===== src/rtl/pwm_cap_pkg.sv =====
// Shared types and defaults for the PWM capture block: FSM state encoding,
// default widths, the counter limit source and a state-decoding helper.
package pwm_cap_pkg;

  typedef enum logic [1:0] {
    IDLE      = 2'd0,
    WAIT_RISE = 2'd1,
    MEAS_HIGH = 2'd2,
    MEAS_LOW  = 2'd3
  } cap_state_t;

  localparam int DEF_CNT_W       = 16;
  localparam int DEF_SYNC_STAGES = 2;
  localparam int DEF_FILTER_LEN  = 3;

  // All-ones source; users slice it down to their own counter width.
  localparam logic [63:0] CNT_MAX = '1;

  function automatic logic is_measuring(input cap_state_t s);
    return (s == MEAS_HIGH) || (s == MEAS_LOW);
  endfunction

endpackage


===== src/rtl/pwm_in_cond.sv =====
// Input conditioning for pwm_capture: synchroniser, optional glitch filter
// (enabled by defining PWM_CAP_FILTER_EN) and rise/fall edge detection.
module pwm_in_cond
  import pwm_cap_pkg::*;
#(
  parameter int SYNC_STAGES = DEF_SYNC_STAGES,
  parameter int FILTER_LEN  = DEF_FILTER_LEN
) (
  input  logic clk,
  input  logic rst_n,
  input  logic pwm_in,
  output logic s_in,
  output logic rise,
  output logic fall
);

  if (SYNC_STAGES < 2 || FILTER_LEN < 1) begin : g_bad_param
    $error("pwm_in_cond: SYNC_STAGES must be >= 2 and FILTER_LEN >= 1");
  end

  logic [SYNC_STAGES-1:0] sync_reg;
  logic                   level;
  logic                   s_prev_reg;

  always_ff @(posedge clk or negedge rst_n) begin
    if (!rst_n) begin
      sync_reg <= '0;
    end else begin
      sync_reg <= {sync_reg[SYNC_STAGES-2:0], pwm_in};
    end
  end

`ifdef PWM_CAP_FILTER_EN
  localparam int FW = $clog2(FILTER_LEN + 1);

  logic [FW-1:0] flt_cnt_reg;
  logic          flt_level_reg;

  // Level flips only once the synchronised input has disagreed with it for
  // FILTER_LEN consecutive samples; both edges see the same delay.
  always_ff @(posedge clk or negedge rst_n) begin
    if (!rst_n) begin
      flt_cnt_reg   <= '0;
      flt_level_reg <= 1'b0;
    end else if (sync_reg[SYNC_STAGES-1] == flt_level_reg) begin
      flt_cnt_reg <= '0;
    end else if (flt_cnt_reg == FW'(FILTER_LEN - 1)) begin
      flt_cnt_reg   <= '0;
      flt_level_reg <= sync_reg[SYNC_STAGES-1];
    end else begin
      flt_cnt_reg <= flt_cnt_reg + 1'b1;
    end
  end

  assign level = flt_level_reg;
`else
  assign level = sync_reg[SYNC_STAGES-1];
`endif

  always_ff @(posedge clk or negedge rst_n) begin
    if (!rst_n) begin
      s_prev_reg <= 1'b0;
    end else begin
      s_prev_reg <= level;
    end
  end

  assign s_in = level;
  assign rise = level & ~s_prev_reg;
  assign fall = ~level & s_prev_reg;

endmodule


===== src/rtl/pwm_capture.sv =====
// PWM capture: measures period (rise to rise) and high time of each complete
// input cycle in clk cycles. Define PWM_CAP_FILTER_EN to add the glitch filter.
module pwm_capture
  import pwm_cap_pkg::*;
#(
  parameter int CNT_W       = DEF_CNT_W,
  parameter int SYNC_STAGES = DEF_SYNC_STAGES,
  parameter int FILTER_LEN  = DEF_FILTER_LEN
) (
  input  logic             clk,
  input  logic             rst_n,
  input  logic             cap_en,
  input  logic             ovf_clr,
  input  logic             pwm_in,
  output logic [CNT_W-1:0] period_out,
  output logic [CNT_W-1:0] high_out,
  output logic             meas_valid,
  output logic             busy,
  output logic             overflow,
  output logic             stuck_level
);

  localparam logic [CNT_W-1:0] CNT_LIMIT = CNT_MAX[CNT_W-1:0];

  logic s_in;
  logic rise;
  logic fall;

  cap_state_t       state_reg,  state_next;
  logic [CNT_W-1:0] cnt_reg,    cnt_next;
  logic [CNT_W-1:0] hi_lat_reg, hi_lat_next;
  logic [CNT_W-1:0] period_reg, period_next;
  logic [CNT_W-1:0] high_reg,   high_next;
  logic             valid_reg,  valid_next;
  logic             ovf_reg,    ovf_next;
  logic             stuck_reg,  stuck_next;
  logic             at_limit;

  pwm_in_cond #(
    .SYNC_STAGES (SYNC_STAGES),
    .FILTER_LEN  (FILTER_LEN)
  ) u_cond (
    .clk    (clk),
    .rst_n  (rst_n),
    .pwm_in (pwm_in),
    .s_in   (s_in),
    .rise   (rise),
    .fall   (fall)
  );

  assign at_limit = (cnt_reg == CNT_LIMIT);

  always_comb begin
    state_next  = state_reg;
    cnt_next    = cnt_reg;
    hi_lat_next = hi_lat_reg;
    period_next = period_reg;
    high_next   = high_reg;
    valid_next  = 1'b0;
    ovf_next    = ovf_reg & ~ovf_clr;
    stuck_next  = stuck_reg;

    if (!cap_en) begin
      state_next  = IDLE;
      cnt_next    = '0;
      hi_lat_next = '0;
      ovf_next    = 1'b0;
    end else begin
      unique case (state_reg)
        IDLE: begin
          cnt_next   = '0;
          state_next = WAIT_RISE;
        end
        WAIT_RISE: begin
          if (rise) begin
            cnt_next   = CNT_W'(1);
            state_next = MEAS_HIGH;
          end
        end
        MEAS_HIGH: begin
          // A fall at the limit still leaves no room for the low phase.
          if (at_limit) begin
            ovf_next   = 1'b1;
            stuck_next = s_in;
            cnt_next   = '0;
            state_next = WAIT_RISE;
          end else begin
            cnt_next = cnt_reg + 1'b1;
            if (fall) begin
              hi_lat_next = cnt_reg;
              state_next  = MEAS_LOW;
            end
          end
        end
        MEAS_LOW: begin
          if (rise) begin
            period_next = cnt_reg;
            high_next   = hi_lat_reg;
            valid_next  = 1'b1;
            cnt_next    = CNT_W'(1);
            state_next  = MEAS_HIGH;
          end else if (at_limit) begin
            ovf_next   = 1'b1;
            stuck_next = s_in;
            cnt_next   = '0;
            state_next = WAIT_RISE;
          end else begin
            cnt_next = cnt_reg + 1'b1;
          end
        end
        default: state_next = IDLE;
      endcase
    end
  end

  always_ff @(posedge clk or negedge rst_n) begin
    if (!rst_n) begin
      state_reg  <= IDLE;
      cnt_reg    <= '0;
      hi_lat_reg <= '0;
      period_reg <= '0;
      high_reg   <= '0;
      valid_reg  <= 1'b0;
      ovf_reg    <= 1'b0;
      stuck_reg  <= 1'b0;
    end else begin
      state_reg  <= state_next;
      cnt_reg    <= cnt_next;
      hi_lat_reg <= hi_lat_next;
      period_reg <= period_next;
      high_reg   <= high_next;
      valid_reg  <= valid_next;
      ovf_reg    <= ovf_next;
      stuck_reg  <= stuck_next;
    end
  end

  assign period_out  = period_reg;
  assign high_out    = high_reg;
  assign meas_valid  = valid_reg;
  assign busy        = is_measuring(state_reg);
  assign overflow    = ovf_reg;
  assign stuck_level = stuck_reg;

endmodule


===== config.mk =====
export PLATFORM = sky130hd
export DESIGN_NAME = pwm_capture
export DESIGN_NICKNAME = d
export VERILOG_FILES = /design/src/rtl/pwm_cap_pkg.sv /design/src/rtl/pwm_in_cond.sv /design/src/rtl/pwm_capture.sv
export SDC_FILE = /design/constraint.sdc
export NUM_CORES = 1
export LEC_CHECK = 0
export CAP_MARGIN = 20
export CORE_ASPECT_RATIO = 0.6
export CORE_MARGIN = 2
export CORE_UTILIZATION = 35
export CTS_CLUSTER_DIAMETER = 150
export DETAILED_ROUTE_END_ITERATION = 7
export GPL_ROUTABILITY_DRIVEN = 0
export PLACE_DENSITY = 0.63
export SYNTH_ARGS = -nofsm -noshare
export SYNTH_HDL_FRONTEND = slang
export SYNTH_SLANG_ARGS = --single-unit

===== constraint.sdc =====
create_clock -name clk -period 2.4 [get_ports clk]
set_input_delay 0.6 -clock clk [delete_from_list [all_inputs] [get_ports clk]]
set_output_delay 0.6 -clock clk [all_outputs]
set_load 0.01 [all_outputs]

==> out/results.ini, run 1 <==
[route]
wl_per_cell_um = 15.65
totalWireLength_um = 6823
drc = 0
routed-via-count = 2214
ant_nets_after_route = 0
first_iter_violations = 143
viasPerCell = 5.078
first_pass_iteration_count_of_the_detailed_router = 4

[floorplanning]
design.die.area_um2 = 9999
coreArea_um2 = 9054
pin_count = 41
die_width_um = 127.8
placementRows = 27
dieHeight_um = 78.26
start_util = 0.3553

[logic_synthesis]
synth_top_family_by_area = multiplexers
synth_area_um2 = 3217
synthesis.nets = 278
yosys-mux-area-fraction = 0.1715
synth-compound-area-share = 0.08985
async_reset_ff_frac = 1.000
netlist_instances = 272
synth.ff_latch_count = 72
synthXorXnorAreaFrac = 0
ys_dominant_reg_cell = dfrtp_1
synth_cell_type_count = 40
yosysWarnings = 0
ys_seq_area_frac = 0.5601
synth_fa_ha_area_frac = 0.003890
syn_area_per_cell_um2 = 11.83
post_synth_and_or_nand_nor_area_fraction = 0.1357
synth_edf_count = 0

[power]
power_per_cell_area_nw_per_um2 = 656.8
p_total_mw = 2.684
power_leakage_nw = 1.784
largest_vdd_supply_drop_v = 0.0002811

[clock_network]
cts.repair.resized = 0
cts_made_buffers = 9
clockBufferDepth = 2
clkSlewWorstSetupHoldPaths_ps = 60
clock_sink_count = 72
clock_latency_ps = 330
cts.hold.buffers_added = 0
ctsHtreeMaxLevel = 3
cts_tree = done
post-cts-setup-buffers = 0
clock_tree.root_cell = clkbuf_16

[global_route]
met1_usage = 0.2371
gr-total-overflow = 0
grt_start_max_net_pins = 73
antenna_found_initial = 0
number_of_global_route_vias_before_repair = 2137
grt_use_total = 0.1502
gr-usage-met2 = 0.1898
first_pass_grt_wire_length_um = 11600
met3_usage = 0.04840
globalRoute.busiestLayer = met1

[finish]
fin_nets = 321
fin_util = 0.4514
finish.cell_count_without_fillers = 436
layout-drive-gt1-share = 0.2250
layout-area-overhead-vs-synth_pct = 27.03
commonest_non_fill_non_tap_cell_in_the_layout = dfrtp_1
commonest_cells_after_routing_fill_and_taps_aside = 72 x dfrtp_1, 41 x nand2_1, 39 x clkdlybuf4s50_1, 33 x mux2_2, 18 x mux2i_1
diodes = 0

[placement]
portBuffers = 40
preCtsSetupSlack_ps = 265.2
dp.cells = 420
place.detailed.hpwl_um = 4610

[worst_setup_path]
worst_path_dominant_cell_family = simple AND/OR/NAND/NOR gates
reg2reg_slack_ps = 300
critPathMaxFanout = 20
setup.worst_path.start_class = register
worstRegToRegCells = 4
stages_on_the_worst_setup_path = 4
critPathBufInv = 0
cell_at_the_slowest_stage_of_the_critical_path = or4_4
path_cells = nand4_2, or4_4, and2_1, a22o_1
crit_path_max_incr_delay_ps = 680
timing.critical_path.required_ps = 2610
worstPathArrival_ps = 2310
critical_path.endpoint_type = register
worstSetupPathType = reg2reg

[worst_hold_path]
hold_path_class = in2async

[timing]
report.final.slew_viol_count = 0
final_period_minus_worst_setup_slack_ps = 2096
setup_tns_ps = 0
achievable-frequency_mhz = 477.1
hold_violations = 0
setup_repair_after_global_routing_missed_its_margin = false
setup_slack_ps = 304.2
setup_viol = 0
max_slew_margin = 0.6967
fin_worst_skew_ps = 5.719
tightestPinTransition_ps = 451.4
timing.final.crit_share = 0.8733

[outcome]
run_status = finished clean

[flow_run]
maximum_capacitance_violations = 0

per-layer routing:
metal / vias up / share of wire
li1: 1078 / -
met5: - / 0
met2: 58 / 0.40
met1: 1076 / 0.55
met3: 2 / 0.049
met4: 0 / 0.0012
per-stage QoR:
step / hold slack (ps) / cell area (µm²)
floorplan: 304.4 / 3217
detailed placement: 337.9 / 3780
CTS: 306.5 / 4086
global placement: 333.5 / 3780
global route: 317.1 / 4086
finish: 271.9 / 4086
worst register-to-register path: stages, from the launching register on:
cell and delay (ps):
dfrtp_1 540, nand4_2 230, or4_4 680, and2_1 290
a22o_1 240
power by group:
part / total [mW] / leakage [nW] / internal [mW] / switching, mW
logic: 0.105 / 0.642 / 0.0396 / 0.0658
registers: 1.23 / 0.996 / 1.22 / 0.00826
clock network: 1.35 / 0.145 / 0.836 / 0.513
area by class of cell:
cell class | count | area [µm²]
Clock buffer | 10 | 239.0
Clock inverter | 6 | 67.56
Fill cell | 825 | 4967
Inverter | 3 | 11.26
Multi-Input combinational cell | 177 | 1299
Sequential cell | 72 | 1802
Tap cell | 116 | 145.1
Timing Repair Buffer | 52 | 523.0
synthesized netlist by cell type, drive strengths merged, types with 2 or more instances:
| cell | n | area [µm²] |
|---|---|---|
| a211oi | 2 | 15.01 |
| clkbuf | 9 | 33.78 |
| a31o | 5 | 43.80 |
| mux2i | 18 | 180.2 |
| nand4 | 6 | 50.04 |
| nand3b | 2 | 15.01 |
| a21oi | 6 | 30.03 |
| or4 | 3 | 26.27 |
| and4 | 3 | 26.28 |
| and3 | 4 | 25.02 |
| nor2 | 9 | 33.78 |
| nor3 | 3 | 15.01 |
| a22o | 6 | 52.55 |
| dfrtp | 72 | 1802 |
| a31oi | 7 | 43.79 |
| mux2 | 33 | 371.6 |
| nor2b | 2 | 12.51 |
| and2 | 3 | 18.77 |
| buf | 11 | 80.07 |
| o31ai | 3 | 22.52 |
| inv | 3 | 11.26 |
| nand2 | 42 | 160.2 |
| o21ai | 3 | 15.01 |
| nand3 | 6 | 30.03 |
worst paths after layout:
check	startpoint	to
hold reg to reg	u_cond.sync_reg[0]	u_cond.sync_reg[1]
min in group clk	u_cond.sync_reg[0]	u_cond.sync_reg[1]
max in group asynchronous	rst_n	stuck_level
hold / removal	rst_n	meas_valid
setup / recovery	cnt_reg[10]	cnt_reg[3]
setup reg to reg	cnt_reg[10]	cnt_reg[3]
cell families (layout without fill, tap and decap cells):
logic type,after synthesis,after routing
flip-flops,72,72
AND/OR/NAND/NOR,86,86
AO/OA/AOI/OAI,39,39
adder cells (fa/ha/maj),1,1
multiplexers,51,51
buffers and inverters,23,71
Power figures use the tool's default switching activity.
==> run 2, diff against run 1 <==
--- a/config.mk
+++ b/config.mk
@@ -12,7 +12,7 @@
 export CTS_CLUSTER_DIAMETER = 150
 export DETAILED_ROUTE_END_ITERATION = 7
 export GPL_ROUTABILITY_DRIVEN = 0
-export PLACE_DENSITY = 0.63
+export GPL_TIMING_DRIVEN = 0
 export SYNTH_ARGS = -nofsm -noshare
 export SYNTH_HDL_FRONTEND = slang
 export SYNTH_SLANG_ARGS = --single-unit
==> run 2 against run 1 <==
Compared with the run above:
- register-to-register slack got worse by 190 ps
- final area decreased by 1.2%
- first-iteration DRC count increased by 0.70%
- clock skew decreased by 0.56 ps
- power decreased by 6.1%
- core utilization decreased by 0.55 points
- largest cell class unchanged
- combinational power decreased by 5%
- hold slack improved by 81 ps
- setup slack got worse by 190 ps
- critical path depth increased by 3
- clock-buffer cell count increased by 1
==> out/results.ini, run 2 (synthesis results as in run 1) <==
[timing]
holdWs_ps = 352.5
report.final.slew_viol_count = 0
hold_violations = 0
setup_slack_ps = 117.9
max_slew_margin = 0.4084
final_period_minus_worst_setup_slack_ps = 2282
fin_worst_skew_ps = 5.161
tightestPinTransition_ps = 887.3
setup_tns_ps = 0
timing.final.crit_share = 0.9509
achievable-frequency_mhz = 438.2
setup_repair_after_global_routing_missed_its_margin = false
setup_viol = 0

[worst_hold_path]
hold_path_class = reg2reg
worstHoldPathCells = 0

[worst_setup_path]
timing.critical_path.required_ps = 2610
critical_path.endpoint_type = register
worstSetupPathType = reg2reg
setup.worst_path.start_class = register
critPathMaxFanout = 10
worstPathArrival_ps = 2490
worstRegToRegCells = 7

[outcome]
run_status = finished clean

[floorplanning]
design.die.area_um2 = 9999
dieHeight_um = 78.26
die_width_um = 127.8
coreArea_um2 = 9054
placementRows = 27
pin_count = 41
start_util = 0.3553

[clock_network]
clockBufferDepth = 2
clkSlewWorstSetupHoldPaths_ps = 60
post-cts-setup-buffers = 0
clock_tree.root_cell = clkbuf_16
clock_sink_count = 72
cts_tree = done
clock_latency_ps = 330
cts_made_buffers = 9
ctsHtreeMaxLevel = 3

[placement]
place.detailed.hpwl_um = 4889
preCtsSetupSlack_ps = -271.8
dp.cells = 428
portBuffers = 40

[finish]
diodes = 0
layout-area-overhead-vs-synth_pct = 25.48
layout-drive-gt1-share = 0.2104
finish.cell_count_without_fillers = 444
commonest_cells_after_routing_fill_and_taps_aside = 72 x dfrtp_1, 41 x nand2_1, 39 x clkdlybuf4s50_1, 33 x mux2_2, 18 x mux2i_1
commonest_non_fill_non_tap_cell_in_the_layout = dfrtp_1
fin_nets = 329
fin_util = 0.4458

[global_route]
globalRoute.busiestLayer = met1
gr-usage-met2 = 0.2021
met1_usage = 0.2296
first_pass_grt_wire_length_um = 11600
grt_use_total = 0.1518
number_of_global_route_vias_before_repair = 2196
antenna_found_initial = 0
grt_start_max_net_pins = 73
met3_usage = 0.03954
gr-total-overflow = 0

[power]
power_leakage_nw = 1.767
power_per_cell_area_nw_per_um2 = 624.7
largest_vdd_supply_drop_v = 0.0002899

[route]
ant_nets_after_route = 0
viasPerCell = 5.099
wl_per_cell_um = 16.17
first_pass_iteration_count_of_the_detailed_router = 4
totalWireLength_um = 7179
drc = 0
routed-via-count = 2264
first_iter_violations = 144

[flow_run]
maximum_capacitance_violations = 0

## run 2: changes by cell type in the layout (fill, tap and decap cells not counted), sizes merged
cell    previous run  this run
buf               13        12
bufinv             1         0
inv                4         3
clkinv             2         3
clkbuf            10        20
## run 2: cell type report
class                   count  area [µm²]
inverters                   3       11.26
multi-input cells         177        1300
clock inverters             5       33.78
plain buffers              20       113.9
flip-flops and latches     72        1802
fillers                   857        5017
repair buffers             40       397.9
well taps                 116       145.1
clock buffers              11       232.7
## run 2: power by group
part           switching [mW]  internal, mW  total [mW]
combinational          0.0674        0.0329       0.100
clock                   0.495         0.697        1.19
sequential            0.00789          1.22        1.23
## run 2: worst max-delay path, stage by stage, from the launching register on
cell,delay [ps]
dfrtp_1,480
ha_1,260
nand3_1,180
o41ai_2,610
nor4b_2,160
buf_6,180
buf_6,160
mux2i_1,130
## run 2: metal layers
layer,wire [µm],up-vias
met1,3811,1117
met2,2914,63
met4,30,0
met5,0,-
met3,423,2
li1,-,1082
## run 2: stage by stage
stage / instance area, µm² / power [mW]
finish: 4036 / 2.521
global route: 4036 / 2.618
CTS: 4033 / 2.549
detailed placement: 3760 / 1.351
global placement: 3762 / 1.350
floorplan: 3217 / 1.299
## run 2: repair_timing
action                                  CTS  global route
hold buffers                              0             0
endpoints found under the setup margin    1             5
pin swaps                                 0             0
gates resized for setup                   1             1
## run 2: worst paths after layout
| check | start | endpoint | slack [ps] |
|---|---|---|---|
| hold reg to reg | u_cond.sync_reg[0] | u_cond.sync_reg[1] | 350 |
| setup / recovery | cnt_reg[0] | hi_lat_reg[13] | 120 |
| max in group asynchronous | rst_n | cnt_reg[2] | 1430 |
| min in group asynchronous | rst_n | meas_valid | 400 |
| hold / removal | u_cond.sync_reg[0] | u_cond.sync_reg[1] | 350 |
| setup reg to reg | cnt_reg[0] | hi_lat_reg[13] | 120 |
